## src/rtl/shift_engine_pkg.sv

```systemverilog
// Shared types and helpers for the shift_engine serializer/deserializer.
//   state_t   : engine FSM states
//   cnt_width : bit-counter width derived from the word length
package shift_engine_pkg;

    typedef enum logic [1:0] {
        IDLE  = 2'd0,
        SHIFT = 2'd1,
        DONE  = 2'd2
    } state_t;

    // Width of a counter that must reach data_width-1. Never below one bit.
    function automatic int cnt_width(input int data_width);
        return (data_width <= 2) ? 1 : $clog2(data_width);
    endfunction

endpackage

```

## src/rtl/shift_engine_if.sv

```systemverilog
// Parallel-side handshake bundle of shift_engine.
//   start_valid/start_ready/din/lsb_first : word to transmit (master -> engine)
//   dout/dout_valid/dout_ready           : received word (engine -> master)
// master: bus-side logic; slave: the engine.
interface shift_engine_if #(
    parameter int DATA_WIDTH = 8
);
    logic                  start_valid;
    logic                  start_ready;
    logic [DATA_WIDTH-1:0] din;
    logic                  lsb_first;
    logic [DATA_WIDTH-1:0] dout;
    logic                  dout_valid;
    logic                  dout_ready;

    modport master (
        output start_valid, din, lsb_first, dout_ready,
        input  start_ready, dout, dout_valid
    );

    modport slave (
        input  start_valid, din, lsb_first, dout_ready,
        output start_ready, dout, dout_valid
    );
endinterface

```

## src/rtl/shift_engine_bit_counter.sv

```systemverilog
// Bit counter for shift_engine: counts strobes within one word.
//   clk, rst_n : clock, asynchronous active-low reset
//   i_clear    : synchronous clear, wins over i_en
//   i_en       : advance by one; wraps to zero after the terminal count
//   o_tc       : counter sits at DATA_WIDTH-1 (the last bit of the word)
module bit_counter
    import shift_engine_pkg::*;
#(
    parameter int DATA_WIDTH = 8
) (
    input  logic clk,
    input  logic rst_n,
    input  logic i_clear,
    input  logic i_en,
    output logic o_tc
);
    localparam int                     CNT_WIDTH = cnt_width(DATA_WIDTH);
    localparam logic [CNT_WIDTH-1:0]   LAST_CNT  = CNT_WIDTH'(DATA_WIDTH - 1);

    logic [CNT_WIDTH-1:0] r_cnt;

    // NOTE: sequential state is assigned with <= so every register samples
    // pre-edge values, regardless of statement order.
    always_ff @(posedge clk or negedge rst_n) begin
        if (!rst_n) begin
            r_cnt <= '0;
        end else if (i_clear) begin
            r_cnt <= '0;
        end else if (i_en) begin
            // Wrap straight to zero on the last bit so the count never
            // leaves 0..DATA_WIDTH-1.
            r_cnt <= o_tc ? '0 : r_cnt + 1'b1;
        end
    end

    assign o_tc = (r_cnt == LAST_CNT);

endmodule

```

## src/rtl/shift_engine.sv

```systemverilog
// Full-duplex serializer/deserializer.
// Accepts a word over bus (start_*), shifts it out one bit per shift_en
// strobe, MSB- or LSB-first, while capturing serial_in, then offers the
// captured word over bus (dout_*).
//   clk, rst_n  : clock, asynchronous active-low reset
//   cl          : synchronous clear, aborts any transfer
//   shift_en    : one-cycle bit strobe
//   serial_in   : receive bit, sampled on shift_en
//   serial_out  : current transmit bit (0 outside SHIFT)
//   busy        : transfer in progress
//   bus         : parallel handshakes (slave side)
module shift_engine
    import shift_engine_pkg::*;
#(
    parameter int DATA_WIDTH = 8
) (
    input  logic           clk,
    input  logic           rst_n,
    input  logic           cl,
    input  logic           shift_en,
    input  logic           serial_in,
    output logic           serial_out,
    output logic           busy,
    shift_engine_if.slave  bus
);
    state_t                r_state;
    logic [DATA_WIDTH-1:0] r_shreg;
    logic                  r_order;
    logic [DATA_WIDTH-1:0] r_dout;
    logic                  r_dout_valid;
    logic                  r_busy;
    logic                  r_start_ready;

    logic                  w_accept;
    logic                  w_strobe;
    logic                  w_last;
    logic [DATA_WIDTH-1:0] w_shift_next;

    assign w_accept = (r_state == IDLE) && r_start_ready && bus.start_valid;
    assign w_strobe = (r_state == SHIFT) && shift_en;

    // Transmit bit leaves one end while the received bit enters the other.
    assign w_shift_next = r_order ? {serial_in, r_shreg[DATA_WIDTH-1:1]}
                                  : {r_shreg[DATA_WIDTH-2:0], serial_in};

    bit_counter #(
        .DATA_WIDTH (DATA_WIDTH)
    ) u_bit_counter (
        .clk     (clk),
        .rst_n   (rst_n),
        .i_clear (cl | w_accept),
        .i_en    (w_strobe),
        .o_tc    (w_last)
    );

    always_ff @(posedge clk or negedge rst_n) begin
        if (!rst_n) begin
            r_state       <= IDLE;
            r_shreg       <= '0;
            r_order       <= 1'b0;
            r_dout        <= '0;
            r_dout_valid  <= 1'b0;
            r_busy        <= 1'b0;
            r_start_ready <= 1'b1;
        end else if (cl) begin
            // Clear mirrors reset one edge later; a partial word is dropped.
            r_state       <= IDLE;
            r_shreg       <= '0;
            r_order       <= 1'b0;
            r_dout        <= '0;
            r_dout_valid  <= 1'b0;
            r_busy        <= 1'b0;
            r_start_ready <= 1'b1;
        end else begin
            case (r_state)
                IDLE: begin
                    if (w_accept) begin
                        r_shreg       <= bus.din;
                        r_order       <= bus.lsb_first;
                        r_busy        <= 1'b1;
                        r_start_ready <= 1'b0;
                        r_state       <= SHIFT;
                    end
                end
                SHIFT: begin
                    if (shift_en) begin
                        r_shreg <= w_shift_next;
                        if (w_last) begin
                            r_dout       <= w_shift_next;
                            r_dout_valid <= 1'b1;
                            r_busy       <= 1'b0;
                            r_state      <= DONE;
                        end
                    end
                end
                DONE: begin
                    // start_ready rises only after this edge, so a new word
                    // is never taken in the same cycle dout is consumed.
                    if (bus.dout_ready) begin
                        r_dout_valid  <= 1'b0;
                        r_start_ready <= 1'b1;
                        r_state       <= IDLE;
                    end
                end
                default: begin
                    r_state <= IDLE;
                end
            endcase
        end
    end

    assign serial_out      = (r_state == SHIFT) ? (r_order ? r_shreg[0] : r_shreg[DATA_WIDTH-1])
                                                : 1'b0;
    assign busy            = r_busy;
    assign bus.start_ready = r_start_ready;
    assign bus.dout        = r_dout;
    assign bus.dout_valid  = r_dout_valid;

endmodule

```

## src/flat_wrapper.sv

```systemverilog
// flat-port wrapper written by rule: the top's interface ports become plain ports
module shift_engine_flat import shift_engine_pkg::*;
#(
    parameter int DATA_WIDTH = 8
)
  (clk, rst_n, cl, shift_en, serial_in, serial_out, busy, bus_start_valid, bus_din, bus_lsb_first, bus_dout_ready, bus_start_ready, bus_dout, bus_dout_valid);
  shift_engine_if #(.DATA_WIDTH(DATA_WIDTH)) bus_i ();
  input  logic clk;
  input  logic rst_n;
  input  logic cl;
  input  logic shift_en;
  input  logic serial_in;
  output logic serial_out;
  output logic busy;
  input wire logic [$bits(bus_i.start_valid)-1:0] bus_start_valid;
  input wire logic [$bits(bus_i.din)-1:0] bus_din;
  input wire logic [$bits(bus_i.lsb_first)-1:0] bus_lsb_first;
  input wire logic [$bits(bus_i.dout_ready)-1:0] bus_dout_ready;
  output wire logic [$bits(bus_i.start_ready)-1:0] bus_start_ready;
  output wire logic [$bits(bus_i.dout)-1:0] bus_dout;
  output wire logic [$bits(bus_i.dout_valid)-1:0] bus_dout_valid;
  assign bus_i.start_valid = bus_start_valid;
  assign bus_i.din = bus_din;
  assign bus_i.lsb_first = bus_lsb_first;
  assign bus_i.dout_ready = bus_dout_ready;
  assign bus_start_ready = bus_i.start_ready;
  assign bus_dout = bus_i.dout;
  assign bus_dout_valid = bus_i.dout_valid;
  shift_engine #(.DATA_WIDTH(DATA_WIDTH)) u_core (.clk(clk), .rst_n(rst_n), .cl(cl), .shift_en(shift_en), .serial_in(serial_in), .serial_out(serial_out), .busy(busy), .bus(bus_i));
endmodule
```

## config.mk

```make
export PLATFORM = sky130hd
export DESIGN_NAME = shift_engine_flat
export DESIGN_NICKNAME = d
export VERILOG_FILES = /design/src/rtl/shift_engine_pkg.sv /design/src/rtl/shift_engine_if.sv /design/src/rtl/shift_engine_bit_counter.sv /design/src/rtl/shift_engine.sv /design/src/flat_wrapper.sv
export SDC_FILE = /design/constraint.sdc
export NUM_CORES = 1
export LEC_CHECK = 0
export ABC_AREA = 1
export BUFFER_PORTS_ARGS = -buffer_cell sky130_fd_sc_hd__buf_2
export CAP_MARGIN = 40
export CORE_ASPECT_RATIO = 1.2
export CORE_MARGIN = 1
export CORE_UTILIZATION = 54
export CTS_CLUSTER_SIZE = 20
export DETAILED_ROUTE_END_ITERATION = 7
export GPL_ROUTABILITY_DRIVEN = 0
export PLACE_DENSITY_LB_ADDON = 0.2
export SKIP_LAST_GASP = 1
export SYNTH_ARGS = -nofsm -noshare
export SYNTH_HDL_FRONTEND = slang
export SYNTH_SLANG_ARGS = --single-unit
```

## constraint.sdc

```tcl
create_clock -name clk -period 1.85 [get_ports clk]
set_input_delay 0.185 -clock clk [delete_from_list [all_inputs] [get_ports clk]]
set_output_delay 0.185 -clock clk [all_outputs]
set_load 0.005 [all_outputs]
```

==> results of run 1 <==
## registers in the layout, summed over array words and instances, names as in the netlist
| name | flops |
|---|---|
| u_core.bus.start_ready | 1 |
| u_core.bus.dout | 8 |
| u_core.r_order | 1 |
| u_core.r_shreg | 8 |
| u_core.r_state | 2 |
| u_core.bus.dout_valid | 1 |
| u_core.u_bit_counter.r_cnt | 3 |
| u_core.busy | 1 |
## critical path, stage by stage (launching register included)
cell      delay [ps]
dfrtp_1          550
clkinv_1         320
nand2_1          130
a21oi_1           70
buf_2            120
## power breakdown
group / total, mW / switching, mW / internal, mW
registers: 0.875 / 0.158 / 0.718
logic: 0.802 / 0.513 / 0.289
clock network: 0.245 / 0.164 / 0.0810
total: 1.92 / 0.834 / 1.09
## layout make-up
class                           count  share of cell area, %
Timing Repair Buffer               30                   9.91
Inverter                           11                   2.56
Tap cell                           33                   2.56
Sequential cell                    25                   38.8
Multi-Input combinational cell    152                   44.5
Clock inverter                      1                  0.310
Clock buffer                        3                   1.39
## worst paths after layout
path,end,slack [ps],depth (start not counted)
worst max-delay path,serial_out,140,4
worst min-delay path,u_core.r_order$_DFFE_PN0P_,90,3
worst max register to register,u_core.bus.dout[0]$_DFFE_PN0P_,260,6
worst min register to register,u_core.busy$_DFFE_PN0P_,490,2
max in group asynchronous,u_core.bus.start_ready$_DFFE_PN1P_,1120,2
min in group asynchronous,u_core.r_shreg[3]$_DFFE_PN0P_,350,2
## what timing repair did
| item | in CTS | in global routing |
|---|---|---|
| hold buffers | 1 | 0 |
| endpoints found under the setup margin | 0 | 0 |
| hold endpoints to repair | 24 | 0 |
## synthesized netlist by cell type
cell type	number
a21oi_1	1
dfrtp_1	24
a31oi_1	1
dfstp_2	1
inv_2	3
nand3_1	23
clkinv_1	1
nand3b_4	1
nor2_4	1
nand3_2	1
ha_1	2
nand2_2	1
o21ai_2	8
inv_1	7
buf_6	2
nand2_1	95
nor2_1	10
buf_4	2
o21ai_0	2
nand2_4	2
nand4_1	2
o21ai_1	2
clkbuf_1	1
buf_2	1
## routing by layer
layer / vias to the layer above / track usage (%) / routed length [um]
met1: 605 / 27.0 / 1320
met5: - / 0 / 0
met4: 0 / 13.0 / 55
met3: 7 / 3.10 / 116
met2: 44 / 44.8 / 1620
li1: 671 / - / -
## cell families after synthesis
kind of cell,count (synthesis)
AO/OA/AOI/OAI,14
adder cells (fa/ha/maj),2
buffers and inverters,17
flip-flops,25
AND/OR/NAND/NOR,136
## stage by stage
step	hold WS (ps)	area, sq um	power [mW]	setup slack [ps]	utilization (%)
2_1_floorplan	-111	1430	1.45	406	-
3_3_place_gp	199	1580	1.66	391	62.4
3_5_place_dp	205	1580	1.69	288	62.4
4_1_cts	89.4	1620	1.93	170	63.9
5_1_grt	157	1620	2.09	3.88	63.9
6_report	90.8	1620	1.92	140	63.9
==> results_dict.tcl, run 1 <==
set metrics [dict create \
    status "complete, no violations" \
    path_clk_slew_ps 140 \
    reg2reg_from "u_core.u_bit_counter.r_cnt[0]$_DFFE_PN0P_" \
    cts_tree "yes" \
    hold_path.startpoint "bus_lsb_first" \
    dieWidth_um 49.0 \
    crit_required_ps 1660 \
    worstHoldPathType "in2reg" \
    placedCellCount 250 \
    max_freq_mhz 585 \
    fillers 234 \
    syn_nets 212 \
    drc 0 \
    syn_inst 194 \
    antenna_cells 0 \
    die_y_um 58.4 \
    cts.htree.levels 1 \
    ant_nets 0 \
    period_share_pct 92.4 \
    cts_made_buffers 3 \
    grt_pass1_vias 1285 \
    crit_arrival_ps 1520 \
    grt_overflow 0 \
    setup_tns_ps 0 \
    rows 20 \
    drive_above_1_share_pct 23.0 \
    via_count 1327 \
    worst_pin_slew_ps 544 \
    cts_buffer_depth 2 \
    grt_max_degree 26 \
    drt_iter0_markers 34 \
    hpwl_mm 2.32 \
    crit_fanout 10 \
    initial_utilization_pct 56.7 \
    synth_area_leaders "dfrtp_1, nand2_1, nand3_1, o21ai_2, nor2_1" \
    path_class "reg2out" \
    synth_top_family_by_area "simple AND/OR/NAND/NOR gates" \
    vdd_drop_max_uv 670 \
    synth-seq-area-share_pct 43.8 \
    pin_count 28 \
    vias_per_cell 5.20 \
    dr.pass1.iters 5 \
    root_buffer "clkbuf_4" \
    yosys.area_share.simple_pct 41.3 \
    clock_latency_ps 330 \
    synth_top_cell_area_share_pct 41.9 \
    synth_xor_area_share_pct 0 \
    muxShareOfSynthArea_pct 0 \
    min_period_ps 1710 \
    ys_seq_elements 25 \
    setup_viol 0 \
    core_area_sq_um 2530 \
    p_leak_nw 0.942 \
    final_max_slew_viol_count 0 \
    clock-sinks 25 \
    maxCapViolCount 0 \
    numPortBuffers 27 \
    layout.nets 241 \
    synth_warnings 0 \
    syn-mean-instance-area_sq_um 7.38 \
    cts_setup_buffers 0 \
    syn_area_sq_um 1430 \
    drt-total-wl_mm 3.11 \
    antenna_found_initial 0 \
    p_per_area_nw_per_um2 1190 \
    final_common_cell "nand2_1" \
    start_kind "flip-flop" \
    final_cell_mix "nand2_1, buf_2, dfrtp_1" \
    synth_compound_area_share_pct 7.07 \
    multi_input_area_sq_um 718 \
    startpoint "u_core.r_order$_DFFE_PN0P_" \
    cts_resized 0 \
    finalHoldViolations 0 \
    regArea_sq_um 627 \
    fin_cells 255 \
    yosys.area_share.adder_pct 1.75 \
    die_area_sq_um 2860 \
    rsz0062_at_grt "no" \
    endpoint_kind "output port" \
    maxSlewHeadroom_pct 63.7 \
    grt_usage_pct 24.2 \
    fin_skew_ps 16.5 \
    synth_top_cell_by_area "dfrtp_1" \
    syn_to_final_growth_pct 12.8 \
    yosysUniqueCellTypes 24 \
    wire_per_inst_um 12.2 \
    grt_pass1_wl_mm 5.24 \
]
(Power assumes the default switching activity.)
==> inputs of run 2 (changes only) <==
- BUFFER_PORTS_ARGS: -buffer_cell sky130_fd_sc_hd__buf_2 -> -buffer_cell sky130_fd_sc_hd__clkbuf_2
- CORE_UTILIZATION: 54 -> 40
- SETUP_SLACK_MARGIN: default -> 0.5
==> results_dict.tcl, run 2 (same netlist as run 1, synthesis figures left out) <==
set metrics [dict create \
    final_common_cell "nand2_1" \
    grt_pass1_vias 1202 \
    max_freq_mhz 754 \
    dieWidth_um 56.6 \
    vdd_drop_max_uv 849 \
    die_y_um 67.6 \
    crit_required_ps 2050 \
    grt_pass1_wl_mm 5.29 \
    cp_slowest_cell "dfrtp_1" \
    regArea_sq_um 628 \
    grt_max_degree 26 \
    min_period_ps 1330 \
    total_power_mw 2.17 \
    maxCapViolCount 0 \
    multi_input_area_sq_um 796 \
    maxSlewHeadroom_pct 58.4 \
    antenna_cells 0 \
    worstPathCellList "ha_2, ha_4, nor2_4, nand3b_4, nand2_1, o21ai_2" \
    wire_per_inst_um 12.4 \
    crit_arrival_ps 1530 \
    p_per_area_nw_per_um2 1190 \
    cts_tree "yes" \
    hold_ws_ps 152 \
    worst_pin_slew_ps 624 \
    vias_per_cell 5.08 \
    cpPeakStageDelay_ps 400 \
    hpwl_mm 2.34 \
    crit_fanout 8 \
    endpoint_kind "flip-flop" \
    antenna_found_initial 0 \
    numPortBuffers 27 \
    root_buffer "clkbuf_8" \
    drc 0 \
    grt_overflow 0 \
    cts_buffer_depth 2 \
    pin_count 28 \
    final_max_slew_viol_count 0 \
    cts_made_buffers 3 \
    status "complete, no violations" \
    ant_nets 0 \
    path_clk_slew_ps 90 \
    via_count 1392 \
    drt-total-wl_mm 3.39 \
    rsz0062_at_grt "yes" \
    dr.pass1.iters 4 \
    rows 23 \
    start_kind "flip-flop" \
    path_class "reg2reg" \
    finalHoldViolations 0 \
    final_cell_mix "nand2_1, clkbuf_2, nand3_1" \
    fillers 336 \
    core_area_sq_um 3370 \
    layout.nets 256 \
    cts.htree.levels 1 \
    clock_latency_ps 270 \
    initial_utilization_pct 42.5 \
    die_area_sq_um 3830 \
    path_buf_inv 0 \
    setup_tns_ps 0 \
    setup_viol 0 \
    path_delay_family "simple AND/OR/NAND/NOR gates" \
    clock-sinks 25 \
    grt_usage_pct 18.4 \
    worstHoldPathType "in2reg" \
    syn_to_final_growth_pct 27.2 \
    drive_above_1_share_pct 33.3 \
    period_share_pct 71.7 \
    p_leak_nw 1.03 \
    fin_skew_ps 3.76 \
    drt_iter0_markers 54 \
]
## run 2: worst paths after layout
path / startpoint / to / slack [ps] / cells past startpoint
max in group asynchronous: rst_n / u_core.r_state[0]$_DFFE_PN0P_ / 950 / 2
min: bus_lsb_first / u_core.r_order$_DFFE_PN0P_ / 150 / 3
max: u_core.u_bit_counter.r_cnt[1]$_DFFE_PN0P_ / u_core.bus.dout[2]$_DFFE_PN0P_ / 520 / 6
min in group asynchronous: rst_n / u_core.bus.dout[6]$_DFFE_PN0P_ / 450 / 2
max reg2reg: u_core.u_bit_counter.r_cnt[1]$_DFFE_PN0P_ / u_core.bus.dout[2]$_DFFE_PN0P_ / 520 / 6
min reg2reg: u_core.bus.dout[5]$_DFFE_PN0P_ / u_core.bus.dout[5]$_DFFE_PN0P_ / 490 / 2
## run 2: power breakdown
group	total [mW]	switching (mW)	internal [mW]
combinational	0.966	0.577	0.389
sequential	0.876	0.154	0.722
clock	0.327	0.176	0.151
total	2.17	0.908	1.26
## run 2: per-layer routing
metal / up-vias / GRT usage [%] / part of all wire [%]
met5: - / 0 / 0
met4: 0 / 9.15 / 2.0
met3: 7 / 2.30 / 5.6
met2: 44 / 32.9 / 49
met1: 635 / 21.7 / 43
li1: 706 / - / -
## run 2: final cells by class
cell class | instances | area share [%]
clock inverters | 1 | 0.275
multi-input cells | 154 | 43.7
well taps | 37 | 2.54
inverters | 11 | 2.40
clock buffers | 3 | 2.27
repair buffers | 43 | 14.4
flip-flops and latches | 25 | 34.5
## run 2: worst reg2reg max path, stage by stage, from the launching register on
cell and delay (ps):
dfrtp_1 400, ha_2 190, ha_4 170, nor2_4 140, nand3b_4 220, nand2_1 80
o21ai_2 50
## run 2: what timing repair did
item                                    4_1_cts  5_1_grt
hold endpoints to repair                     24        0
hold buffers                                  1        0
pin swaps                                     1        1
endpoints found under the setup margin       18       22
buffers inserted                              3        9
gates cloned                                  1        1
resized for setup                             4       13
## run 2: through the flow
| step | instance area, sq um | setup slack [ps] | std cells | util (%) |
|---|---|---|---|---|
| after floorplan | 1450 | 512 | 194 | - |
| after global placement | 1600 | 419 | 255 | 47.6 |
| after detailed placement | 1600 | 431 | 255 | 47.6 |
| after CTS | 1710 | 485 | 264 | 50.7 |
| after global routing | 1820 | 441 | 274 | 54.1 |
| final | 1820 | 523 | 274 | 54.1 |
